### src/rtl/shell_pkg.sv
// Shared types and constants for the shell (projectile) controller.
// The optional gravity feature is selected with SHELL_GRAVITY_EN.
package shell_pkg;

  typedef enum logic [1:0] {
    IDLE    = 2'd0,
    FLIGHT  = 2'd1,
    EXPLODE = 2'd2
  } shell_state_t;

  localparam int SCR_X_MAX = 639;
  localparam int SCR_Y_MAX = 479;
  localparam int RESET_X   = 320;
  localparam int RESET_Y   = 240;

  // Limit the aim value to +/-lim before it becomes the launch vertical speed.
  function automatic logic signed [9:0] clamp_vy(input logic signed [9:0] y,
                                                 input int lim);
    logic signed [9:0] l;
    l = 10'(lim);
    if (y > l)       return l;
    else if (y < -l) return -l;
    else             return y;
  endfunction

endpackage

### src/rtl/shell_if.sv
// Tank-to-shell bundle: launch request/aim in, shell position/status out.
// Launch is a level-sampled request (no ready): shoot is acted on only in IDLE.
interface shell_if;
  import shell_pkg::*;

  logic         shoot;
  logic [9:0]   TankX;
  logic [9:0]   TankY;
  logic [1:0]   Direction;
  logic [9:0]   y_component;
  logic [9:0]   ShellX;
  logic [9:0]   ShellY;
  logic [9:0]   ShellS;
  logic         shell_active;
  logic         exploding;
  logic         shell_done;
  shell_state_t state;

  modport master (
    output shoot, TankX, TankY, Direction, y_component,
    input  ShellX, ShellY, ShellS, shell_active, exploding, shell_done, state
  );

  modport slave (
    input  shoot, TankX, TankY, Direction, y_component,
    output ShellX, ShellY, ShellS, shell_active, exploding, shell_done, state
  );
endinterface

### src/rtl/frame_down_counter.sv
// Loadable down-counter that stops at zero and flags it; times the explosion.
module frame_down_counter #(
  parameter int W = 4
) (
  input  logic         clk,
  input  logic         rst,
  input  logic         load,
  input  logic         dec,
  input  logic [W-1:0] load_val,
  output logic         zero
);
  logic [W-1:0] count;

  always_ff @(posedge clk or posedge rst) begin
    if (rst)                    count <= '0;
    else if (load)              count <= load_val;
    else if (dec && count != 0) count <= count - 1'b1;
  end

  assign zero = (count == '0);
endmodule

### src/rtl/shell_ctrl.sv
// Single-shell projectile controller: IDLE -> FLIGHT -> EXPLODE, one step per frame.
// Define SHELL_GRAVITY_EN to add gravity (vy += 1 every GRAV_DIV frames).
module shell_ctrl
  import shell_pkg::*;
#(
  parameter int SHELL_X_SPEED  = 4,
  parameter int SHELL_VY_MAX   = 15,
  parameter int GRAV_DIV       = 4,
  parameter int EXPLODE_FRAMES = 16,
  parameter int SHELL_SIZE     = 2
) (
  input  logic    frame_clk,
  input  logic    Reset,
  shell_if.slave  bus
);
  localparam int CW = (EXPLODE_FRAMES > 2) ? $clog2(EXPLODE_FRAMES) : 1;

  shell_state_t      state;
  logic [9:0]        shell_x, shell_y, shell_s;
  logic              active, expl, done;
  logic              face;
  logic signed [9:0] vx, vy;

  logic              face_next;
  logic signed [11:0] nx, ny;
  logic              oob;
  logic [9:0]        x_sat, y_sat;
  logic              cnt_load, cnt_dec, cnt_zero;

  always_comb begin
    face_next = face;
    if (bus.Direction == 2'd0)      face_next = 1'b0;
    else if (bus.Direction == 2'd1) face_next = 1'b1;
  end

  // Next position in signed 12-bit so steps past either edge are visible.
  always_comb begin
    nx = $signed({2'b00, shell_x}) + $signed({{2{vx[9]}}, vx});
    ny = $signed({2'b00, shell_y}) + $signed({{2{vy[9]}}, vy});
    oob = nx[11] || (nx > 12'(SCR_X_MAX)) || ny[11] || (ny > 12'(SCR_Y_MAX));
    x_sat = nx[9:0];
    if (nx[11])                   x_sat = '0;
    else if (nx > 12'(SCR_X_MAX)) x_sat = 10'(SCR_X_MAX);
    y_sat = ny[9:0];
    if (ny[11])                   y_sat = '0;
    else if (ny > 12'(SCR_Y_MAX)) y_sat = 10'(SCR_Y_MAX);
  end

  assign cnt_load = (state == FLIGHT) && oob;
  assign cnt_dec  = (state == EXPLODE);

  frame_down_counter #(.W(CW)) u_explode_cnt (
    .clk      (frame_clk),
    .rst      (Reset),
    .load     (cnt_load),
    .dec      (cnt_dec),
    .load_val (CW'(EXPLODE_FRAMES - 1)),
    .zero     (cnt_zero)
  );

`ifdef SHELL_GRAVITY_EN
  localparam int GW = (GRAV_DIV > 2) ? $clog2(GRAV_DIV) : 1;
  logic [GW-1:0]     grav_cnt;
  logic              grav_tick;
  logic signed [9:0] vy_grav;
  assign grav_tick = (grav_cnt == GW'(GRAV_DIV - 1));
  // vy saturates at +511 rather than wrapping negative.
  assign vy_grav   = (vy == 10'sd511) ? vy : vy + 10'sd1;
`endif

  always_ff @(posedge frame_clk or posedge Reset) begin
    if (Reset) begin
      state    <= IDLE;
      shell_x  <= 10'(RESET_X);
      shell_y  <= 10'(RESET_Y);
      shell_s  <= '0;
      active   <= 1'b0;
      expl     <= 1'b0;
      done     <= 1'b0;
      face     <= 1'b1;
      vx       <= '0;
      vy       <= '0;
`ifdef SHELL_GRAVITY_EN
      grav_cnt <= '0;
`endif
    end else begin
      face <= face_next;
      done <= 1'b0;
      case (state)
        IDLE: begin
          if (bus.shoot) begin
            shell_x <= bus.TankX;
            shell_y <= bus.TankY;
            vx      <= face_next ? 10'(SHELL_X_SPEED) : 10'(-SHELL_X_SPEED);
            vy      <= -clamp_vy($signed(bus.y_component), SHELL_VY_MAX);
            shell_s <= 10'(SHELL_SIZE);
            active  <= 1'b1;
            state   <= FLIGHT;
`ifdef SHELL_GRAVITY_EN
            grav_cnt <= '0;
`endif
          end
        end
        FLIGHT: begin
          // Saturated coordinates equal nx/ny whenever the step stays on screen.
          shell_x <= x_sat;
          shell_y <= y_sat;
`ifdef SHELL_GRAVITY_EN
          if (grav_tick) begin
            grav_cnt <= '0;
            vy       <= vy_grav;
          end else begin
            grav_cnt <= grav_cnt + 1'b1;
          end
`endif
          if (oob) begin
            state   <= EXPLODE;
            active  <= 1'b0;
            expl    <= 1'b1;
            shell_s <= 10'(4 * SHELL_SIZE);
          end
        end
        EXPLODE: begin
          if (cnt_zero) begin
            state   <= IDLE;
            expl    <= 1'b0;
            done    <= 1'b1;
            shell_s <= '0;
          end
        end
        default: state <= IDLE;
      endcase
    end
  end

  assign bus.ShellX       = shell_x;
  assign bus.ShellY       = shell_y;
  assign bus.ShellS       = shell_s;
  assign bus.shell_active = active;
  assign bus.exploding    = expl;
  assign bus.shell_done   = done;
  assign bus.state        = state;
endmodule
### src/flat_wrapper.sv
// flat-port wrapper written by rule: the top's interface ports become plain ports
module shell_ctrl_flat import shell_pkg::*;
#(
  parameter int SHELL_X_SPEED  = 4,
  parameter int SHELL_VY_MAX   = 15,
  parameter int GRAV_DIV       = 4,
  parameter int EXPLODE_FRAMES = 16,
  parameter int SHELL_SIZE     = 2
)
  (frame_clk, Reset, bus_shoot, bus_TankX, bus_TankY, bus_Direction, bus_y_component, bus_ShellX, bus_ShellY, bus_ShellS, bus_shell_active, bus_exploding, bus_shell_done, bus_state);
  shell_if bus_i ();
  input  logic frame_clk;
  input  logic Reset;
  input wire logic [$bits(bus_i.shoot)-1:0] bus_shoot;
  input wire logic [$bits(bus_i.TankX)-1:0] bus_TankX;
  input wire logic [$bits(bus_i.TankY)-1:0] bus_TankY;
  input wire logic [$bits(bus_i.Direction)-1:0] bus_Direction;
  input wire logic [$bits(bus_i.y_component)-1:0] bus_y_component;
  output wire logic [$bits(bus_i.ShellX)-1:0] bus_ShellX;
  output wire logic [$bits(bus_i.ShellY)-1:0] bus_ShellY;
  output wire logic [$bits(bus_i.ShellS)-1:0] bus_ShellS;
  output wire logic [$bits(bus_i.shell_active)-1:0] bus_shell_active;
  output wire logic [$bits(bus_i.exploding)-1:0] bus_exploding;
  output wire logic [$bits(bus_i.shell_done)-1:0] bus_shell_done;
  output wire logic [$bits(bus_i.state)-1:0] bus_state;
  assign bus_i.shoot = bus_shoot;
  assign bus_i.TankX = bus_TankX;
  assign bus_i.TankY = bus_TankY;
  assign bus_i.Direction = bus_Direction;
  assign bus_i.y_component = bus_y_component;
  assign bus_ShellX = bus_i.ShellX;
  assign bus_ShellY = bus_i.ShellY;
  assign bus_ShellS = bus_i.ShellS;
  assign bus_shell_active = bus_i.shell_active;
  assign bus_exploding = bus_i.exploding;
  assign bus_shell_done = bus_i.shell_done;
  assign bus_state = bus_i.state;
  shell_ctrl #(.SHELL_X_SPEED(SHELL_X_SPEED), .SHELL_VY_MAX(SHELL_VY_MAX), .GRAV_DIV(GRAV_DIV), .EXPLODE_FRAMES(EXPLODE_FRAMES), .SHELL_SIZE(SHELL_SIZE)) u_core (.frame_clk(frame_clk), .Reset(Reset), .bus(bus_i));
endmodule
### config.mk
export PLATFORM = sky130hd
export DESIGN_NAME = shell_ctrl_flat
export DESIGN_NICKNAME = d
export VERILOG_FILES = /design/src/rtl/shell_pkg.sv /design/src/rtl/shell_if.sv /design/src/rtl/frame_down_counter.sv /design/src/rtl/shell_ctrl.sv /design/src/flat_wrapper.sv
export SDC_FILE = /design/constraint.sdc
export NUM_CORES = 1
export LEC_CHECK = 0
export CAP_MARGIN = 40
export CORE_MARGIN = 2
export CORE_UTILIZATION = 41
export CTS_BUF_LIST = sky130_fd_sc_hd__clkbuf_16
export DETAILED_ROUTE_END_ITERATION = 16
export PLACE_DENSITY = 0.66
export SKIP_LAST_GASP = 1
export SLEW_MARGIN = 20
export SYNTH_ARGS = -nofsm -noshare
export SYNTH_HDL_FRONTEND = slang
export SYNTH_SLANG_ARGS = --single-unit
### constraint.sdc
create_clock -name frame_clk -period 3.8 [get_ports frame_clk]
set_input_delay 0.95 -clock frame_clk [delete_from_list [all_inputs] [get_ports frame_clk]]
set_output_delay 0.95 -clock frame_clk [all_outputs]
set_load 0.01 [all_outputs]
==> impl_metrics.tcl, run 1 <==
set metrics [dict create \
    status "completed" \
    worstSetupEndpointType "flop" \
    start_kind "input port" \
    start_util_pct 42.96 \
    slew_viol_final 0 \
    post-place-ws_ns -0.1228 \
    wl_per_cell_microns 14.46 \
    pin_count 70 \
    antenna_found_initial 0 \
    diodes 0 \
    whs_path_depth 2 \
    clk_latency_ns 0.28 \
    drive_above_1_share_pct 11.46 \
    root_buffer "clkbuf_16" \
    fin_crit_sh_pct 92.51 \
    crit_fanout 8 \
    grt_usage_pct 19.54 \
    clkSinkCount 44 \
    cts_tree "done" \
    cts_hold_buf 0 \
    design.die.area_sq_mm 0.008921 \
    p_per_area_mw_per_mm2 960.9 \
    min_path_type "flop to flop" \
    synth.avg_cell_area_sq_um 8.492 \
    clk_pin_slew_worst_paths_ns 0.06 \
    dr.pass1.iters 4 \
    yosysWarnings 0 \
    drc_errors 0 \
    die_h_microns 94.45 \
    ys_seq_area_share_pct 33.08 \
    rr_worst_depth 9 \
    rsz0062_at_grt "no" \
    netlist_instances 395 \
    final-hold-violation-count 0 \
    final_antenna_net_count 0 \
    core_area_sq_mm 0.007807 \
    power.total_w 0.004167 \
    place_hpwl_microns 6506 \
    max_freq_ghz 0.2845 \
    cp.required_ns 4.00 \
    ctsHtreeMaxLevel 2 \
    skew_ns 0.006465 \
    synth.distinct_cells 59 \
    drv_cap 0 \
    grt_pass1_wl_microns 13750 \
    timing_worst_setup_path_type "input port to flop" \
    postLayoutSetupSlackWorst_ns 0.2848 \
    drt-total-wl_microns 8288 \
    timing.hold.ws_ns 0.4814 \
    async_flop_share_pct 100.0 \
    drtIter0Drc 110 \
    tns_ns 0 \
    synth-edff-count 0 \
    gp_congestion 0.8710 \
    post_cts_buffers 0 \
    grt_overflow 0 \
    area_growth_syn_to_layout_pct 29.28 \
    grt_max_degree 23 \
    ys_ff_latch 44 \
    reg2reg_setup_slack_ns 0.38 \
    row_count 32 \
    setup_violations 0 \
    tightest_slew_ns 0.7129 \
    via_per_inst 5.300 \
    cts_resized 0 \
    numCtsBuffers 5 \
    grt_pass1_vias 2896 \
    fin_nets 534 \
    cts.path.max_buffers 2 \
    vias 3037 \
    min_period_ns 3.515 \
    ys.flop_type "dfrtp_1" \
    io_buffers 61 \
    leakage_nw 1.879 \
    peakVddDrop_mv 0.3505 \
    die_x_microns 94.45 \
    max_slew_margin_pct 52.16 \
    syn_area_sq_mm 0.003354 \
    critPathArrivalTime_ns 3.71 \
]
layout by cell type, fill, tap and decap left out, types with 7 or more instances in the layout:
cell             instances
clkdlybuf4s50_1         61
nand2_1                 43
o21ai_0                 43
dfrtp_1                 37
a21oi_1                 34
nor2_1                  30
ha_1                    27
buf_4                   22
inv_1                   18
nor3_1                  13
o211ai_1                10
xnor2_1                 10
conb_1                   8
and3_1                   7
xor2_1                   7
dfstp_2                  7
cell type report:
class / instances / area (sq um)
fill: 696 / 3471
multi-input combinational: 315 / 2077
sequential: 44 / 1110
timing repair buffer: 84 / 803.3
tap: 102 / 127.6
clock buffer: 5 / 125.1
inverter: 20 / 75.07
clock inverter: 3 / 18.77
worst max-delay path, stage by stage:
cell,delay (ns)
clkdlybuf4s50_1,0.41
or4_1,0.55
nand4_1,0.12
ha_1,0.25
buf_4,0.17
nor3_1,0.15
or4b_2,0.63
nor4_1,0.20
o32ai_1,0.11
o21ai_0,0.18
synthesized netlist by cell type, types with 2 or more instances:
| cell type | instances | area (sq um) |
|---|---|---|
| o21ai_0 | 44 | 220.2 |
| nand2_1 | 43 | 161.4 |
| dfrtp_1 | 37 | 925.9 |
| a21oi_1 | 34 | 170.2 |
| nor2_1 | 30 | 112.6 |
| ha_1 | 27 | 337.8 |
| inv_1 | 19 | 71.32 |
| clkbuf_1 | 13 | 48.80 |
| nor3_1 | 13 | 65.06 |
| o211ai_1 | 10 | 75.07 |
| xnor2_1 | 10 | 87.58 |
| buf_4 | 8 | 60.06 |
| and3_1 | 7 | 43.79 |
| dfstp_2 | 7 | 183.9 |
| xor2_1 | 7 | 61.31 |
| a31oi_1 | 6 | 37.54 |
| nand2b_1 | 6 | 37.54 |
| a21o_1 | 5 | 37.54 |
| nand3_1 | 5 | 25.02 |
| a211oi_1 | 3 | 22.52 |
| a221o_1 | 3 | 30.03 |
| nor2b_1 | 3 | 18.77 |
| nor3b_1 | 3 | 22.52 |
| nor4_1 | 3 | 18.77 |
| o21a_1 | 3 | 22.52 |
| or4b_2 | 3 | 30.03 |
| a211o_2 | 2 | 20.02 |
| a22o_1 | 2 | 17.52 |
| a31o_2 | 2 | 17.52 |
| and2_1 | 2 | 12.51 |
| and3b_1 | 2 | 17.52 |
| fa_1 | 2 | 40.04 |
| mux2_2 | 2 | 22.52 |
| mux2i_1 | 2 | 20.02 |
| nand4_1 | 2 | 12.51 |
| o31ai_1 | 2 | 15.01 |
where the power goes:
part | switching, W | total (W) | leakage (nW) | internal [W]
logic | 0.00157 | 0.00285 | 1.30 | 0.00128
clock network | 0.000187 | 0.000429 | 0.0736 | 0.000243
registers | 0.000192 | 0.000891 | 0.504 | 0.000699
metal layers:
metal	up-vias	global-route usage (%)	share of wire [%]
met2	60	31.01	45
met3	4	2.713	3.8
met4	0	4.348	0.74
met1	1408	28.39	50
met5	-	0	0
li1	1565	-	-
flip-flops by register name (all words and copies together) (netlist names):
| signal | cells |
|---|---|
| u_core.vx | 2 |
| u_core.bus.shell_active | 1 |
| u_core.u_explode_cnt.count | 4 |
| u_core.bus.exploding | 1 |
| u_core.vy | 10 |
| u_core.face | 1 |
| u_core.bus.ShellY | 10 |
| u_core.bus.state | 2 |
| u_core.bus.shell_done | 1 |
| u_core.bus.ShellX | 10 |
| u_core.bus.ShellS | 2 |
stage by stage:
step | util [%] | instance area [sq um] | cells
finish | 55.54 | 4337 | 573
global route | 55.54 | 4337 | 573
CTS | 55.48 | 4332 | 573
detailed placement | 53.64 | 4188 | 565
global placement | 53.29 | 4160 | 564
floorplan | - | 3381 | 402
path summary, 6_finish.rpt:
kind	startpoint	end
worst max-delay path	bus_y_component[2]	u_core.vy[9]$_DFFE_PP0P_
worst min-delay path	u_core.bus.ShellX[0]$_DFFE_PP0P_	u_core.bus.ShellX[0]$_DFFE_PP0P_
worst max register to register	u_core.vx[8]$_DFFE_PP0P_	u_core.bus.ShellS[3]$_DFFE_PP0P_
worst min register to register	u_core.bus.ShellX[0]$_DFFE_PP0P_	u_core.bus.ShellX[0]$_DFFE_PP0P_
max in group asynchronous	Reset	u_core.bus.ShellX[8]$_DFFE_PP1P_
min in group asynchronous	Reset	u_core.bus.ShellY[0]$_DFFE_PP0P_
cell families after synthesis:
kind of cell,after synthesis,synth area share (%)
fa+ha+maj,29,11.26
compound gates,127,24.47
other cells,1,0.1118
mux,5,1.716
buf+inv,43,5.931
flops,44,33.08
xor+xnor,17,4.439
simple gates,129,18.99
No activity file was read; power rests on OpenSTA's default activity.
==> run 2, diff against run 1 <==
--- a/config.mk
+++ b/config.mk
@@ -12,3 +12,3 @@
 export DETAILED_ROUTE_END_ITERATION = 16
-export PLACE_DENSITY = 0.66
+export PLACE_DENSITY_LB_ADDON = 0.1
 export SKIP_LAST_GASP = 1
--- a/constraint.sdc
+++ b/constraint.sdc
@@ -3,2 +3,2 @@
 set_output_delay 0.95 -clock frame_clk [all_outputs]
-set_load 0.01 [all_outputs]
+set_load 0.1 [all_outputs]
==> run 2 against run 1 <==
- global-route usage is 0.73 points higher
- critical path type unchanged
- final cell count increased by 3.7%
- core utilization up 4.1 points
- flip-flop and latch count is the same
- design area up 7.4%
- first-iteration DRC count is 13% higher
==> impl_metrics.tcl, run 2 (synthesized netlist as in run 1, its figures left out) <==
set metrics [dict create \
    status "completed" \
    max_slew_margin_pct 51.60 \
    slew_viol_final 0 \
    critPathArrivalTime_ns 3.82 \
    post_cts_buffers 0 \
    clkSinkCount 44 \
    worstSetupEndpointType "flop" \
    fin_crit_sh_pct 96.43 \
    ctsHtreeMaxLevel 2 \
    final-hold-violation-count 0 \
    design.die.area_sq_mm 0.008921 \
    drc_errors 0 \
    postLayoutSetupSlackWorst_ns 0.1357 \
    drv_cap 0 \
    row_count 32 \
    via_per_inst 5.338 \
    slowest_stage "or4_1" \
    core_area_sq_mm 0.007807 \
    tns_ns 0 \
    drt-total-wl_microns 8612 \
    root_buffer "clkbuf_16" \
    min_period_ns 3.664 \
    io_buffers 61 \
    final_common_cell "clkdlybuf4s50_1" \
    cp.required_ns 3.96 \
    wl_per_cell_microns 14.50 \
    drive_above_1_share_pct 16.26 \
    cts.path.max_buffers 2 \
    grt_usage_pct 20.27 \
    max_freq_ghz 0.2729 \
    final_antenna_net_count 0 \
    gp_congestion 0.8555 \
    clk_pin_slew_worst_paths_ns 0.06 \
    multi_input_area_sq_mm 0.002072 \
    cts_tree "done" \
    crit_fanout 4 \
    numCtsBuffers 5 \
    fin_cells 594 \
    timing_worst_setup_path_type "input port to flop" \
    vias 3171 \
    setup_violations 0 \
    die_h_microns 94.45 \
    grt_max_degree 27 \
    die_x_microns 94.45 \
    grt_pass1_vias 3070 \
    start_kind "input port" \
    drtIter0Drc 124 \
    diodes 0 \
    grt_pass1_wl_microns 14430 \
    skew_ns 0.006908 \
    timing.hold.ws_ns 0.4861 \
    min_path_type "flop to flop" \
    cts_resized 0 \
    cts_hold_buf 0 \
    clk_latency_ns 0.28 \
    final_cell_mix "clkdlybuf4s50_1, nand2_1, o21ai_0" \
    area_growth_syn_to_layout_pct 38.83 \
    tightest_slew_ns 0.7260 \
    dr.pass1.iters 4 \
    path_cells "clkdlybuf4s50_1, or4_1, nand4_1, ha_1, nor3_1, ha_1, nor3b_1, and3b_1, a21oi_1, a31o_2, a21oi_1, o21ai_0" \
    grt_overflow 0 \
    worst-path-buf-inv 1 \
    pin_count 70 \
    start_util_pct 42.96 \
    critical_path.top_delay_family "simple AND/OR/NAND/NOR gates" \
    post-place-ws_ns -0.1586 \
    place_hpwl_microns 6619 \
    antenna_found_initial 0 \
    final-seq-area_sq_mm 0.001111 \
    rsz0062_at_grt "no" \
    max_stage_delay_ns 0.56 \
    place_inst 586 \
    fillCellCount 704 \
    fin_nets 555 \
]
==> run 2: cell count changes in the layout (fill, tap and decap cells not counted), sizes merged <==
cell,before,now
buf,23,50
clkdlybuf4s50,61,55
clkinv,5,4
bufinv,0,1
==> run 2: worst paths after layout <==
check                      cells past startpoint                                to  slack [ns]                startpoint
min in group asynchronous                      2   u_core.bus.shell_done$_DFF_PP0_        0.95                     Reset
max                                           12          u_core.vy[8]$_DFFE_PP0P_        0.14        bus_y_component[2]
min reg2reg                                    2          u_core.vy[2]$_DFFE_PP0P_        0.49  u_core.vy[2]$_DFFE_PP0P_
min                                            2          u_core.vy[2]$_DFFE_PP0P_        0.49  u_core.vy[2]$_DFFE_PP0P_
max in group asynchronous                      4  u_core.bus.ShellY[5]$_DFFE_PP1P_        2.05                     Reset
max reg2reg                                    9  u_core.bus.ShellS[3]$_DFFE_PP0P_        0.35  u_core.vx[8]$_DFFE_PP0P_
==> run 2: layout make-up <==
type | count | area share [%]
inverter | 20 | 1.612
multi-input combinational | 315 | 44.49
timing repair buffer | 105 | 23.70
clock inverter | 3 | 0.9135
sequential | 44 | 23.86
tap | 102 | 2.740
clock buffer | 5 | 2.687
==> run 2: through the flow <==
stage                     instance area [sq um]  utilization [%]
after floorplan                            3382                -
after global placement                     4146            53.11
after detailed placement                   4489            57.50
after CTS                                  4657            59.65
after global routing                       4657            59.65
final                                      4657            59.65
==> run 2: layer usage <==
metal	global-route usage [%]	up-vias	share of wire [%]
met1	28.64	1492	50
met5	0	-	0
li1	-	1601	-
met2	32.50	68	45
met4	5.676	0	1.6
met3	2.873	10	3.4
==> run 2: tightest hold or removal path: stages, from the launching register on <==
cell and delay [ns]:
dfrtp_1 0.35, nand2_1 0.05, o21ai_0 0.06
Power of run 2 is not shown: default switching activity piles up to over one toggle a cycle in this logic, so the estimate is an artifact.
